===== src/rtl/gpio_bank_pkg.sv =====
// gpio_bank_pkg: operand type, register word offsets and small helpers shared
// by the GPIO bank and its input conditioner.
package gpio_bank_pkg;

    // 32-bit bus operand used for addresses and data on the data-memory bus.
    typedef logic [31:0] rv32i_operand_t;

    // Base of the GPIO window; the system decoder qualifies gpio_wren with it.
    localparam rv32i_operand_t GPIO_BASE_ADDR = 32'h1000_0000;

    // Word index (byte address bits [5:2]) of each register.
    typedef enum logic [3:0] {
        GPIO_DATA_IN_OFS    = 4'h0,
        GPIO_DATA_OUT_OFS   = 4'h1,
        GPIO_DIR_OFS        = 4'h2,
        GPIO_OUT_SET_OFS    = 4'h3,
        GPIO_OUT_CLR_OFS    = 4'h4,
        GPIO_OUT_TGL_OFS    = 4'h5,
        GPIO_RISE_EN_OFS    = 4'h6,
        GPIO_FALL_EN_OFS    = 4'h7,
        GPIO_IRQ_STATUS_OFS = 4'h8
    } gpio_ofs_e;

    // Word index of a byte address inside the GPIO window.
    function automatic logic [3:0] word_ofs(input rv32i_operand_t addr);
        return addr[5:2];
    endfunction

    // Bits needed for a counter that runs 0 .. n-1.
    function automatic int cnt_width(input int n);
        return (n <= 2) ? 1 : $clog2(n);
    endfunction

endpackage


===== src/rtl/gpio_in_cond.sv =====
// gpio_in_cond: synchroniser chain for the asynchronous GPIO pins, followed by
// an optional per-pin debounce stage built only when GPIO_DEBOUNCE_EN is
// defined. Without it the output is the synchronised pin vector.
module gpio_in_cond
    import gpio_bank_pkg::*;
#(
    parameter int WIDTH        = 8,
    parameter int SYNC_STAGES  = 2,
    parameter int DEBOUNCE_CNT = 16
) (
    input  logic             clk,
    input  logic             rst,
    input  logic [WIDTH-1:0] pins_i,
    output logic [WIDTH-1:0] cond_o
);

    logic [SYNC_STAGES-1:0][WIDTH-1:0] sync_q;
    logic [WIDTH-1:0]                  sync_in;

    // Shift raw pins through SYNC_STAGES flops; the oldest stage is the synchronised value.
    always_ff @(posedge clk or posedge rst) begin
        // NOTE: sequential state is assigned with <= so every flop samples pre-edge values, whatever the statement order.
        // NOTE: synchroniser flops are reset too, so DATA_IN and the edge history start from a known 0.
        if (rst) begin
            sync_q <= '0;
        end else begin
            sync_q <= {sync_q[SYNC_STAGES-2:0], pins_i};
        end
    end

    assign sync_in = sync_q[SYNC_STAGES-1];

`ifdef GPIO_DEBOUNCE_EN
    localparam int CNT_W = cnt_width(DEBOUNCE_CNT);
    localparam logic [CNT_W-1:0] CNT_LAST = CNT_W'(DEBOUNCE_CNT - 1);

    logic [WIDTH-1:0]            deb_q;
    logic [WIDTH-1:0][CNT_W-1:0] cnt_q;

    // Per pin: adopt sync_in once it has differed from the debounced value for DEBOUNCE_CNT cycles.
    always_ff @(posedge clk or posedge rst) begin
        if (rst) begin
            deb_q <= '0;
            cnt_q <= '0;
        end else begin
            for (int i = 0; i < WIDTH; i++) begin
                if (sync_in[i] != deb_q[i]) begin
                    if (cnt_q[i] == CNT_LAST) begin
                        deb_q[i] <= sync_in[i];
                        cnt_q[i] <= '0;
                    end else begin
                        cnt_q[i] <= cnt_q[i] + 1'b1;
                    end
                end else begin
                    cnt_q[i] <= '0;
                end
            end
        end
    end

    assign cond_o = deb_q;
`else
    // DEBOUNCE_CNT only sizes the debounce stage; a non-positive value is never legal.
    if (DEBOUNCE_CNT < 1) begin : g_deb_cnt_unused
    end

    assign cond_o = sync_in;
`endif

endmodule


===== src/rtl/gpio_bank.sv =====
// gpio_bank: parametrised memory-mapped GPIO bank with per-pin direction,
// atomic set/clear/toggle of DATA_OUT, synchronised inputs and rising/falling
// edge capture into a W1C IRQ_STATUS register driving a level interrupt.
// Optional input debounce is built when GPIO_DEBOUNCE_EN is defined.
module gpio_bank
    import gpio_bank_pkg::*;
#(
    parameter int               WIDTH        = 8,
    parameter int               SYNC_STAGES  = 2,
    parameter logic [WIDTH-1:0] RST_OUT      = '0,
    parameter int               DEBOUNCE_CNT = 16
) (
    input  logic             clk,
    input  logic             rst,
    input  rv32i_operand_t   gpio_addr,
    input  rv32i_operand_t   gpio_wrdata,
    input  logic             gpio_wren,
    input  logic [WIDTH-1:0] gpio_port_in,
    output logic [WIDTH-1:0] gpio_port_out,
    output logic [WIDTH-1:0] gpio_port_oe,
    output rv32i_operand_t   gpio_rddata,
    output logic             gpio_irq
);

    logic [3:0]       ofs;
    logic [WIDTH-1:0] wdata;
    logic [WIDTH-1:0] pin_in;

    logic [WIDTH-1:0] data_out_q, data_out_d;
    logic [WIDTH-1:0] dir_q, dir_d;
    logic [WIDTH-1:0] rise_en_q, rise_en_d;
    logic [WIDTH-1:0] fall_en_q, fall_en_d;
    logic [WIDTH-1:0] status_q, status_d;
    logic [WIDTH-1:0] prev_q;

    logic [WIDTH-1:0] status_clr;
    logic [WIDTH-1:0] rise;
    logic [WIDTH-1:0] fall;
    logic [WIDTH-1:0] rd_word;

    // Address bits outside [5:2] and data bits above WIDTH are ignored by design.
    logic unused_bus_bits;
    assign unused_bus_bits = ^{gpio_addr[31:6], gpio_addr[1:0], gpio_wrdata};

    assign ofs   = word_ofs(gpio_addr);
    assign wdata = gpio_wrdata[WIDTH-1:0];

    gpio_in_cond #(
        .WIDTH        (WIDTH),
        .SYNC_STAGES  (SYNC_STAGES),
        .DEBOUNCE_CNT (DEBOUNCE_CNT)
    ) u_in_cond (
        .clk    (clk),
        .rst    (rst),
        .pins_i (gpio_port_in),
        .cond_o (pin_in)
    );

    // Edges are seen whatever DIR says, so looped-back outputs still interrupt.
    assign rise = pin_in & ~prev_q & rise_en_q;
    assign fall = ~pin_in & prev_q & fall_en_q;

    // Decode a bus write into register next-state; edge sets win over W1C clears.
    always_comb begin
        // NOTE: every output of this block is given a default first, so no path leaves one unassigned and infers a latch.
        data_out_d = data_out_q;
        dir_d      = dir_q;
        rise_en_d  = rise_en_q;
        fall_en_d  = fall_en_q;
        status_clr = '0;
        if (gpio_wren) begin
            case (ofs)
                GPIO_DATA_OUT_OFS:   data_out_d = wdata;
                GPIO_DIR_OFS:        dir_d      = wdata;
                GPIO_OUT_SET_OFS:    data_out_d = data_out_q | wdata;
                GPIO_OUT_CLR_OFS:    data_out_d = data_out_q & ~wdata;
                GPIO_OUT_TGL_OFS:    data_out_d = data_out_q ^ wdata;
                GPIO_RISE_EN_OFS:    rise_en_d  = wdata;
                GPIO_FALL_EN_OFS:    fall_en_d  = wdata;
                GPIO_IRQ_STATUS_OFS: status_clr = wdata;
                default:             ;
            endcase
        end
        status_d = (status_q & ~status_clr) | rise | fall;
    end

    // Register state and the one-cycle edge history.
    always_ff @(posedge clk or posedge rst) begin
        if (rst) begin
            data_out_q <= RST_OUT;
            dir_q      <= '0;
            rise_en_q  <= '0;
            fall_en_q  <= '0;
            status_q   <= '0;
            prev_q     <= '0;
        end else begin
            data_out_q <= data_out_d;
            dir_q      <= dir_d;
            rise_en_q  <= rise_en_d;
            fall_en_q  <= fall_en_d;
            status_q   <= status_d;
            prev_q     <= pin_in;
        end
    end

    // Combinational read-back of current register state; write-only and unmapped offsets read 0.
    always_comb begin
        rd_word = '0;
        case (ofs)
            GPIO_DATA_IN_OFS:    rd_word = pin_in;
            GPIO_DATA_OUT_OFS:   rd_word = data_out_q;
            GPIO_DIR_OFS:        rd_word = dir_q;
            GPIO_RISE_EN_OFS:    rd_word = rise_en_q;
            GPIO_FALL_EN_OFS:    rd_word = fall_en_q;
            GPIO_IRQ_STATUS_OFS: rd_word = status_q;
            default:             rd_word = '0;
        endcase
    end

    assign gpio_rddata   = 32'(rd_word);
    assign gpio_port_out = data_out_q;
    assign gpio_port_oe  = dir_q;
    assign gpio_irq      = |status_q;

endmodule


===== config.mk =====
export PLATFORM = sky130hd
export DESIGN_NAME = gpio_bank
export DESIGN_NICKNAME = d
export VERILOG_FILES = /design/src/rtl/gpio_bank_pkg.sv /design/src/rtl/gpio_in_cond.sv /design/src/rtl/gpio_bank.sv
export SDC_FILE = /design/constraint.sdc
export NUM_CORES = 1
export LEC_CHECK = 0
export CORE_ASPECT_RATIO = 1.4
export CORE_UTILIZATION = 49
export DETAILED_ROUTE_END_ITERATION = 12
export PLACE_DENSITY = 0.94
export SYNTH_ARGS = -nofsm -noshare
export SYNTH_HDL_FRONTEND = slang
export SYNTH_HIERARCHICAL = 1
export SYNTH_SLANG_ARGS = --single-unit

===== constraint.sdc =====
create_clock -name clk -period 4.1 [get_ports clk]
set_input_delay 0.615 -clock clk [delete_from_list [all_inputs] [get_ports clk]]
set_output_delay 0.615 -clock clk [all_outputs]
set_load 0.01 [all_outputs]

==> results.toml <==
[placement]
io_buffers = 47
gp_congestion = 0.833
placed_cells = 454
place_ws_ns = 0.677
hpwl_mm = 5.47
place_area_um2 = 3960

[floorplanning]
rows = 36
core_area_um2 = 6980
floorplan.die.width_um = 74.0
dieArea_um2 = 7600
die_h_um = 103
start_util = 0.509
ios = 124

[critical_path]
slowest_stage = "clkdlybuf4s50_1"
slowest_delay_ns = 0.62
crit_fanout = 12
critPathMostFrequentCell = "clkdlybuf4s50_1"
cp-end-kind = "primary output"
critPathRequiredTime_ns = 3.48
critPathArrivalTime_ns = 2.84
critPathLaunchType = "input pin"
path_class = "in2out"
cp_cell_sequence = "clkdlybuf4s50_1 > and2b_1 > a22oi_1 > o22a_1 > o22ai_1 > clkdlybuf4s50_1"

[yosys]
synth_cell_type_count = 46
synth.avg_cell_area_um2 = 10.9
synthCells = 327
yosysWarningCount = 6
synthTopCellsByCount = "64 x dfrtp_1, 35 x buf_4, 31 x nand2_1, 24 x mux2_2, 18 x inv_1"
synth.area.top_cells = "dfrtp_1 45%, mux2_2 7.6%, buf_4 7.4%"
synth_most_common_cell = "dfrtp_1"
synth_top_area_cell = "dfrtp_1"
synth_top_area_frac = 0.451
async_reset_ff_frac = 1.00
synth_edf_count = 0
synth-seq-cells = 64
ys.flop_type = "dfrtp_1"
syn-cell-area_um2 = 3550
synth_seq_area_share = 0.451

[clock_network]
clk-insertion-delay-late_ns = 0.34
cts_buffers = 9
cts_tree = "built"
htree_levels = 3
cts_hold_buf = 0
cts_root_buffer = "clkbuf_8"
clk_pin_slew_worst_paths_ns = 0.07
cts_setup_buffers = 0
cts_resized = 0
cts_buffer_depth = 2
cts.sinks = 64

[cells_and_area]
final_area_um2 = 4150
final_util = 0.595
drive_gt1_frac = 0.137
syn_to_final_growth_pct = 16.8
fin_cells = 468
final_nets = 461
diodes = 0
fillers = 561

[pwr]
leakagePower_nw = 1.85
power_mw = 1.76
power_density_nw_per_um2 = 423
max-vdd-ir-drop_mv = 0.250

[global_route]
grt_pass1_wl_mm = 12.3
grt_util_all_layers = 0.219
grt_pass1_vias = 2596
grt_overflow_total = 0
antenna_found_initial = 0
grt_max_degree = 49

[routing]
detail_route.wirelength_mm = 7.67
wl_met2_mm = 3.76
wl_met1_mm = 3.14
ant_nets = 0
vias = 2586
wl_met3_um = 493
wl_per_cell_um = 16.4
routed_via_density = 5.53
top_layer = "met4"
drc = 0
drt-initial-drc-count = 173
dr.pass1.iters = 5

[job]
drv_cap = 0

[sta]
fin_tns_setup_ns = 0
drv_slew = 0
hold_ws_ns = 0.348
slew-limit-headroom = 0.555
timing.fmax_ghz = 0.290
worstMarginPinSlew_ns = 0.667
period_minus_slack_ns = 3.45
setup_violations = 0
finalHoldViolCount = 0
rsz0062_at_grt = "false"
setup_slack_ns = 0.649
finClkSkew_ns = 0.00835
finalCritPeriodShare = 0.842

[status]
status = "finished clean"

[hold_path]
hold_class = "reg2reg"
[layout make-up]
class	count	area, µm²	share of cell area
multi-input cells	224	1640	0.395
flip-flops and latches	64	1600	0.386
repair buffers	53	528	0.127
clock buffers	11	151	0.0365
well taps	95	119	0.0286
inverters	18	67.6	0.0163
clock inverters	3	42.5	0.0102
[path summary, 6_finish.rpt]
| path | end | depth (start not counted) | startpoint | slack (ns) |
|---|---|---|---|---|
| worst min register to register | u_in_cond/cond_o[6]$_DFF_PP0_ | 0 | u_in_cond/sync_q[6]$_DFF_PP0_ | 0.35 |
| worst min-delay path | u_in_cond/cond_o[6]$_DFF_PP0_ | 0 | u_in_cond/sync_q[6]$_DFF_PP0_ | 0.35 |
| max in group asynchronous | rise_en_q[2]$_DFFE_PP0P_ | 3 | rst | 2.92 |
| min in group asynchronous | u_in_cond/cond_o[6]$_DFF_PP0_ | 2 | rst | 0.67 |
| worst max register to register | gpio_port_out[2]$_DFFE_PP0P_ | 5 | gpio_port_out[2]$_DFFE_PP0P_ | 2.72 |
| worst max-delay path | gpio_rddata[7] | 6 | gpio_addr[5] | 0.65 |
[worst max-delay path: cells and delay by family]
family	cells	cell delay (ns)
compound gates	3	0.55
buf+inv	2	1.21
simple gates	1	0.47
[where the power goes]
group	internal [mW]	switching [mW]
clock network	0.306	0.233
logic	0.220	0.184
registers	0.725	0.0886
total	1.25	0.505
[registers in the layout (all words and copies together), names as in the netlist]
register          flops
u_in_cond/cond_o      8
rise_en_q             8
gpio_port_oe          8
status_q              8
u_in_cond/sync_q      8
prev_q                8
fall_en_q             8
gpio_port_out         8
[layout by cell type (no fill, tap or decap), types with 2 or more instances in the layout]
cell	netlist	routed
nand2b_1	3	3
conb_1	1	24
clkdlybuf4s50_1	0	47
buf_4	35	5
o31ai_1	6	6
a22oi_1	6	6
a22o_1	9	9
and2_1	2	2
clkbuf_8	0	11
o21ai_0	12	12
mux2_2	24	24
nand2_1	31	31
and2b_1	2	2
nand3_1	2	2
nor2_4	2	2
nor2_1	13	13
nor4_1	2	2
nor2b_1	5	5
o22a_1	4	4
inv_1	18	17
dfrtp_1	64	64
o32ai_1	4	4
o22ai_1	2	2
mux2i_1	17	17
ha_1	16	16
a21o_1	9	9
a21oi_1	2	2
nand3b_1	9	9
and3_1	2	2
o31ai_2	2	2
[layer usage]
layer	vias up	global-route usage
li1	1179	-
met1	1259	0.265
met2	123	0.345
met3	25	0.0616
met4	0	0.129
met5	-	0
[logic make-up after synthesis]
family                     after synthesis  synth area share
other                                    1           0.00106
AOI/OAI and AO/OA                       63             0.133
DFF                                     64             0.451
adders and majority gates               16            0.0563
muxes                                   41             0.124
and+or+nand+nor                         80             0.123
buffers and inverters                   62             0.112
No activity file was read; power rests on OpenSTA's default activity.
